$ cat config.mk
export PLATFORM = sky130hd
export DESIGN_NAME = ctrl_decode_stage
export DESIGN_NICKNAME = d
export VERILOG_FILES = /design/src/rtl/decode_pkg.sv /design/src/rtl/ctrl_decoder.sv /design/src/rtl/ctrl_decode_stage.sv
export SDC_FILE = /design/constraint.sdc
export NUM_CORES = 1
export LEC_CHECK = 0
export BUFFER_PORTS_ARGS = -buffer_cell sky130_fd_sc_hd__clkbuf_2
export CAP_MARGIN = 20
export CORE_MARGIN = 3
export CORE_UTILIZATION = 40
export CTS_CLUSTER_DIAMETER = 40
export DETAILED_ROUTE_END_ITERATION = 6
export PLACE_DENSITY = 0.7
export SLEW_MARGIN = 10
export SYNTH_ARGS = -nofsm -noshare
export SYNTH_HDL_FRONTEND = slang
export SYNTH_SLANG_ARGS = --single-unit
$ cat constraint.sdc
create_clock -name i_clk -period 2.2 [get_ports i_clk]
set_clock_uncertainty 0.1 [all_clocks]
set_input_delay 0.44 -clock i_clk [delete_from_list [all_inputs] [get_ports i_clk]]
set_output_delay 0.44 -clock i_clk [all_outputs]
set_load 0.03 [all_outputs]
$ cat src/rtl/decode_pkg.sv
// Shared opcode constants, control-field encodings and the decoded control bundle
// passed from the combinational decoder to the decode-stage pipeline register.
package decode_pkg;

  localparam logic [4:0] OP_LOAD   = 5'b00000;
  localparam logic [4:0] OP_IALU   = 5'b00100;
  localparam logic [4:0] OP_AUIPC  = 5'b00101;
  localparam logic [4:0] OP_STORE  = 5'b01000;
  localparam logic [4:0] OP_R      = 5'b01100;
  localparam logic [4:0] OP_LUI    = 5'b01101;
  localparam logic [4:0] OP_BRANCH = 5'b11000;
  localparam logic [4:0] OP_JALR   = 5'b11001;
  localparam logic [4:0] OP_JAL    = 5'b11011;

  typedef enum logic [3:0] {
    ALU_ADD = 4'd0, ALU_SUB = 4'd1, ALU_SLT = 4'd2, ALU_SLTU = 4'd3, ALU_XOR = 4'd4,
    ALU_OR  = 4'd5, ALU_AND = 4'd6, ALU_SLL = 4'd7, ALU_SRL  = 4'd8, ALU_SRA = 4'd9
  } alu_op_e;

  typedef enum logic [3:0] {
    LSU_LB = 4'd0, LSU_LBU = 4'd1, LSU_LH = 4'd2, LSU_LHU = 4'd3, LSU_LW = 4'd4,
    LSU_SB = 4'd8, LSU_SH  = 4'd9, LSU_SW = 4'd10
  } lsu_op_e;

  typedef enum logic [1:0] {WB_ALU = 2'd0, WB_LSU = 2'd1, WB_PC4 = 2'd2, WB_IMM = 2'd3} wb_sel_e;

  // is_load travels with the bundle so the stage can spot load-use hazards
  typedef struct packed {
    logic       pc_sel;
    logic       rd_wren;
    logic       br_un;
    logic       opa_sel;
    logic       opb_sel;
    logic       mem_wren;
    logic       branch;
    logic       mdu_en;
    logic       illegal;
    alu_op_e    alu_op;
    lsu_op_e    lsu_op;
    wb_sel_e    wb_sel;
    logic [2:0] funct3;
    logic [2:0] mdu_op;
    logic [4:0] rd_addr;
    logic [4:0] rs1_addr;
    logic [4:0] rs2_addr;
    logic       is_load;
  } ctrl_t;

endpackage

$ cat src/rtl/ctrl_decoder.sv
// Purely combinational RV32I(+M) instruction decoder producing the control bundle
// and the source-register usage flags needed by hazard detection.
module ctrl_decoder
  import decode_pkg::*;
#(
  parameter bit EN_MEXT = 1'b0
) (
  input  logic [31:0] instr,
  output ctrl_t       ctrl,
  output logic        rs1_used,
  output logic        rs2_used
);

  logic [4:0] opcode;
  logic [2:0] f3;
  logic       m_op;
  logic       bad;

  assign opcode = instr[6:2];
  assign f3     = instr[14:12];
  assign m_op   = (opcode == OP_R) && (instr[31:25] == 7'b0000001);

  assign rs1_used = !((opcode == OP_LUI) || (opcode == OP_AUIPC) || (opcode == OP_JAL));
  assign rs2_used = (opcode == OP_R) || (opcode == OP_STORE) || (opcode == OP_BRANCH);

  // alt selects SUB for funct3 000 and SRA for funct3 101
  function automatic alu_op_e alu_sel(input logic [2:0] f, input logic alt);
    case (f)
      3'b000:  return alt ? ALU_SUB : ALU_ADD;
      3'b001:  return ALU_SLL;
      3'b010:  return ALU_SLT;
      3'b011:  return ALU_SLTU;
      3'b100:  return ALU_XOR;
      3'b101:  return alt ? ALU_SRA : ALU_SRL;
      3'b110:  return ALU_OR;
      default: return ALU_AND;
    endcase
  endfunction

  always_comb begin
    ctrl          = '0;
    ctrl.opb_sel  = 1'b1;
    ctrl.alu_op   = ALU_ADD;
    ctrl.lsu_op   = LSU_LW;
    ctrl.wb_sel   = WB_ALU;
    ctrl.br_un    = instr[13];
    ctrl.funct3   = f3;
    ctrl.rd_addr  = instr[11:7];
    ctrl.rs1_addr = instr[19:15];
    ctrl.rs2_addr = instr[24:20];
    bad           = (instr[1:0] != 2'b11);
    case (opcode)
      OP_R: begin
        ctrl.opb_sel = 1'b0;
        ctrl.rd_wren = 1'b1;
        if (m_op) begin
          if (EN_MEXT) begin
            ctrl.mdu_en = 1'b1;
            ctrl.mdu_op = f3;
          end else begin
            bad = 1'b1;
          end
        end else begin
          ctrl.alu_op = alu_sel(f3, instr[30]);
        end
      end
      OP_IALU: begin
        ctrl.rd_wren = 1'b1;
        ctrl.alu_op  = alu_sel(f3, instr[30] && (f3 == 3'b101));
      end
      OP_LOAD: begin
        ctrl.rd_wren = 1'b1;
        ctrl.wb_sel  = WB_LSU;
        ctrl.is_load = 1'b1;
        case (f3)
          3'b000:  ctrl.lsu_op = LSU_LB;
          3'b001:  ctrl.lsu_op = LSU_LH;
          3'b010:  ctrl.lsu_op = LSU_LW;
          3'b100:  ctrl.lsu_op = LSU_LBU;
          3'b101:  ctrl.lsu_op = LSU_LHU;
          default: bad = 1'b1;
        endcase
      end
      OP_STORE: begin
        ctrl.mem_wren = 1'b1;
        case (f3)
          3'b000:  ctrl.lsu_op = LSU_SB;
          3'b001:  ctrl.lsu_op = LSU_SH;
          3'b010:  ctrl.lsu_op = LSU_SW;
          default: bad = 1'b1;
        endcase
      end
      OP_BRANCH: begin
        ctrl.opa_sel = 1'b1;
        ctrl.branch  = 1'b1;
        if ((f3 == 3'b010) || (f3 == 3'b011)) bad = 1'b1;
      end
      OP_JAL, OP_JALR: begin
        ctrl.pc_sel  = 1'b1;
        ctrl.wb_sel  = WB_PC4;
        ctrl.rd_wren = 1'b1;
      end
      OP_LUI: begin
        ctrl.wb_sel  = WB_IMM;
        ctrl.rd_wren = 1'b1;
      end
      OP_AUIPC: begin
        ctrl.opa_sel = 1'b1;
        ctrl.rd_wren = 1'b1;
      end
      default: bad = 1'b1;
    endcase
    // an illegal instruction still flows down the pipe, but with no side effects
    if (bad) begin
      ctrl.illegal  = 1'b1;
      ctrl.rd_wren  = 1'b0;
      ctrl.mem_wren = 1'b0;
      ctrl.pc_sel   = 1'b0;
      ctrl.branch   = 1'b0;
      ctrl.mdu_en   = 1'b0;
      ctrl.is_load  = 1'b0;
    end
  end

endmodule

$ cat src/rtl/ctrl_decode_stage.sv
// Decode pipeline stage: registers the decoded bundle, handles the IF/EX handshake
// and inserts a one-cycle bubble on load-use hazards, counting bubbles.
module ctrl_decode_stage
  import decode_pkg::*;
#(
  parameter bit EN_MEXT   = 1'b0,
  parameter bit EN_HAZARD = 1'b1,
  parameter int CNT_W     = 16
) (
  input  logic             i_clk,
  input  logic             i_rst_n,
  input  logic [31:0]      i_instr,
  input  logic             i_valid,
  output logic             o_ready,
  input  logic             i_ready,
  input  logic             i_flush,
  output logic             o_valid,
  output logic             o_pc_sel,
  output logic             o_rd_wren,
  output logic             o_br_un,
  output logic             o_opa_sel,
  output logic             o_opb_sel,
  output logic             o_mem_wren,
  output logic             o_branch,
  output logic             o_mdu_en,
  output logic             o_illegal,
  output logic [3:0]       o_alu_op,
  output logic [3:0]       o_lsu_op,
  output logic [1:0]       o_wb_sel,
  output logic [2:0]       o_funct3,
  output logic [2:0]       o_mdu_op,
  output logic [4:0]       o_rd_addr,
  output logic [4:0]       o_rs1_addr,
  output logic [4:0]       o_rs2_addr,
  output logic [CNT_W-1:0] o_stall_cnt
);

  ctrl_t dec;
  ctrl_t q;
  logic  rs1_used;
  logic  rs2_used;
  logic  load_en;
  logic  hazard;
  logic  accept;

  ctrl_decoder #(.EN_MEXT(EN_MEXT)) u_decoder (
    .instr    (i_instr),
    .ctrl     (dec),
    .rs1_used (rs1_used),
    .rs2_used (rs2_used)
  );

  // Handshake: a transfer happens on a rising edge where valid && ready; the
  // producer holds valid/data until then, and a held output stays stable.
  assign load_en = !o_valid || i_ready;
  assign hazard  = EN_HAZARD && o_valid && q.is_load && (q.rd_addr != 5'd0) && i_valid &&
                   ((rs1_used && (dec.rs1_addr == q.rd_addr)) ||
                    (rs2_used && (dec.rs2_addr == q.rd_addr)));
  assign o_ready = load_en && !hazard && i_rst_n;
  assign accept  = i_valid && o_ready;

  always_ff @(posedge i_clk or negedge i_rst_n) begin
    if (!i_rst_n) begin
      o_valid     <= 1'b0;
      q           <= '0;
      o_stall_cnt <= '0;
    end else if (i_flush) begin
      o_valid <= 1'b0;
    end else if (load_en) begin
      o_valid <= accept;
      if (accept) q <= dec;
      // hazard implies o_valid, so reaching here means EX took the load and a bubble follows
      if (hazard && (o_stall_cnt != {CNT_W{1'b1}})) o_stall_cnt <= o_stall_cnt + CNT_W'(1);
    end
  end

  assign o_pc_sel   = q.pc_sel;
  assign o_rd_wren  = q.rd_wren;
  assign o_br_un    = q.br_un;
  assign o_opa_sel  = q.opa_sel;
  assign o_opb_sel  = q.opb_sel;
  assign o_mem_wren = q.mem_wren;
  assign o_branch   = q.branch;
  assign o_mdu_en   = q.mdu_en;
  assign o_illegal  = q.illegal;
  assign o_alu_op   = q.alu_op;
  assign o_lsu_op   = q.lsu_op;
  assign o_wb_sel   = q.wb_sel;
  assign o_funct3   = q.funct3;
  assign o_mdu_op   = q.mdu_op;
  assign o_rd_addr  = q.rd_addr;
  assign o_rs1_addr = q.rs1_addr;
  assign o_rs2_addr = q.rs2_addr;

endmodule

==> reports/metrics.yaml <==
outcome: "complete, but fails checks"
violations: "setup timing"
clkTransAtPathRegs_ps: 100
drtAntennaViolNets: 0
ys_seq_area_share_pct: 45.0
grt_usage_pct: 18.7
wl_met3_microns: 399
report.final.slew_viol_count: 0
drt-met1-wl_microns: 3490
max_freq_ghz: 0.399
grt_pass1_wl_microns: 12700
ys_async_sr_fraction_pct: 100
cts-root-buf: "clkbuf_8"
num_rows: 30
place_congestion: 0.846
syn_inst: 296
die_w_microns: 91.9
yosysTopAreaCell: "dfrtp_1"
route.met2.wl_microns: 4410
cts_buffers: 5
syn2layout_area_growth_pct: 57.1
routedWlPerCell_microns: 15.9
drt_pass1_iterations: 4
critPathMaxFanout: 3
slew_headroom_pct: 58.6
min_path_type: "in -> async"
syn_avg_cell_area_sq_um: 9.96
worst_ir_drop_vdd_mv: 0.295
startpoint_type: "flop"
cp_data_required_time_ps: 1660
core_sq_um: 6980
setup_viol: 54
syn_area_sq_um: 2950
cts-hold-fix-buffers: 0
grt_max_degree: 29
tightest_slew_ps: 619
top_layer: "met4"
vias: 2657
h-tree-depth: 2
hold_ws_ps: 63.8
drc: 0
finalHoldViolations: 0
fillers: 528
num_io_pins: 95
antenna_found_initial: 0
arrival_ps: 1960
antenna_cells: 0
synthTopCellsByArea: "dfrtp_1 (45%), buf_4 (8.1%), mux2_2 (8.0%), nand2_1 (5.0%), xnor2_1 (3.9%)"
fp.dieArea_sq_um: 8440
ys.flop_type: "dfrtp_1"
synth_top_area_share_pct: 45.0
synth_warnings: 0
worst_slack_ps: -304
synth_edf_count: 0
ys_ff_latch: 53
power.density_nw_per_um2: 543
fin_crit_sh_pct: 114
vias_per_cell: 5.03
layout_min_cycle_time_ps: 2500
crit_type: "reg -> out"
cp-end-kind: "output port"
cts.path.max_buffers: 2
grt_overflow: 0
yosysUniqueCellTypes: 47
hpwl_microns: 5430
grt_pass1_vias: 2546
initial_core_util_pct: 42.2
rsz0062_at_grt: "yes"
drt_iter0_drc: 121
final_nets: 469
portBuffers: 90
cellLeakagePower_nw: 2.27
dieHeight_microns: 91.9
clock_latency_ps: 310
routed_wl_microns: 8420
power_mw: 2.51
cts_tree: "yes"
synthTopCellsByCount: "dfrtp_1 (53), nand2_1 (39), buf_4 (32)"
synth_most_common_cell: "dfrtp_1"
numClockSinks: 53
drive_gt1_share_pct: 60.0
timing.max_cap.violations: 0
==> registers in the layout, summed over array words and instances (netlist names) <==
signal and count:
o_stall_cnt 16, o_rd_addr 5, o_rs1_addr 5, o_rs2_addr 5, o_alu_op 4, o_lsu_op 4, o_funct3 3, o_wb_sel 2
o_branch 1, o_illegal 1, o_mem_wren 1, o_opa_sel 1, o_opb_sel 1, o_pc_sel 1, o_rd_wren 1, o_valid 1
q 1
==> per-stage QoR <==
step	instances	TNS (ps)	area, sq um	utilization, %	worst slack (ps)
global route	528	-15230	4630	66.4	-418
finish	528	-11340	4630	66.4	-304
CTS	510	-9010	4090	58.6	-300
detailed placement	487	-2610	3620	51.9	-254
floorplan	299	-51.1	2980	-	-51.1
global placement	487	-2000	3620	51.9	-204
==> critical path, cell delays in order (launching register included) <==
cell and delay, ps:
dfrtp_1 400, or4_4 550, o2111ai_4 260, nor2_4 70
nor3_4 210, buf_8 150
==> routing by layer <==
metal  track usage, %  up-vias
met3             3.94       10
met2             32.5       74
met4             3.84        0
li1                 -     1263
met5                0        -
met1             24.2     1310
==> cell families after synthesis <==
family                   Yosys count  synth area share, %
XOR/XNOR                          26                 7.72
other                              1                0.127
multiplexers                      21                 8.02
AO/OA/AOI/OAI                     42                 10.8
adder cells (fa/ha/maj)            1                0.424
buffers and inverters             54                 11.8
flip-flops                        53                 45.0
AND/OR/NAND/NOR                   98                 16.1
==> final timing paths <==
path / startpoint / to / slack [ps] / depth (start not counted)
max in group asynchronous: i_rst_n / o_stall_cnt[1]$_DFFE_PN0P_ / 1620 / 2
min in group i_clk: i_flush / o_valid$_DFFE_PN0P_ / 220 / 2
hold / removal: i_rst_n / o_rd_addr[4]$_DFFE_PN0P_ / 60 / 2
setup reg to reg: o_rd_addr[2]$_DFFE_PN0P_ / q[0]$_DFFE_PN0P_ / -270 / 10
hold reg to reg: o_wb_sel[1]$_DFFE_PN0P_ / o_wb_sel[1]$_DFFE_PN0P_ / 400 / 2
setup / recovery: o_rd_addr[2]$_DFFE_PN0P_ / o_ready / -300 / 5
==> power by group <==
part	internal [mW]	switching (mW)	total, mW	leakage [nW]
logic	0.379	0.460	0.839	1.56
registers	1.05	0.0625	1.12	0.665
clock network	0.228	0.331	0.559	0.0456
total	1.66	0.853	2.51	2.27
==> cell usage in the layout, fill, tap and decap left out, types with 4 or more instances in the layout <==
master	Yosys	routed
a31oi_1	4	4
buf_4	32	53
buf_6	3	14
buf_8	0	5
clkbuf_16	0	4
clkbuf_2	0	89
clkbuf_8	0	5
conb_1	1	4
dfrtp_1	53	51
inv_1	9	9
mux2_2	21	7
mux2_4	0	14
nand2_1	39	25
nand2_2	0	8
nand2_4	0	6
nand3_1	7	7
nor2_1	15	8
nor2_4	0	6
nor2b_1	4	4
nor3_1	11	4
nor3_4	0	4
nor4_4	0	4
o21ai_0	12	6
o31ai_4	0	10
xnor2_1	13	10
xor2_1	13	13
==> repair_timing <==
action                     4_1_cts  5_1_grt
pin swaps                       19       31
gates cloned                     3        4
setup endpoints to repair       19       54
gates resized for setup         41       87
setup buffers                   12       15
==> final cells by class <==
cell class                 instances  area (sq um)  share of cell area (%)
multi-input combinational        193          1800                    38.9
sequential                        53          1330                    28.7
timing repair buffer             169          1260                    27.3
tap                               96           120                    2.59
clock buffer                       6          72.6                    1.57
inverter                           9          33.8                   0.729
clock inverter                     2          13.8                   0.297
Note: power is estimated with default switching activity, not from simulation.
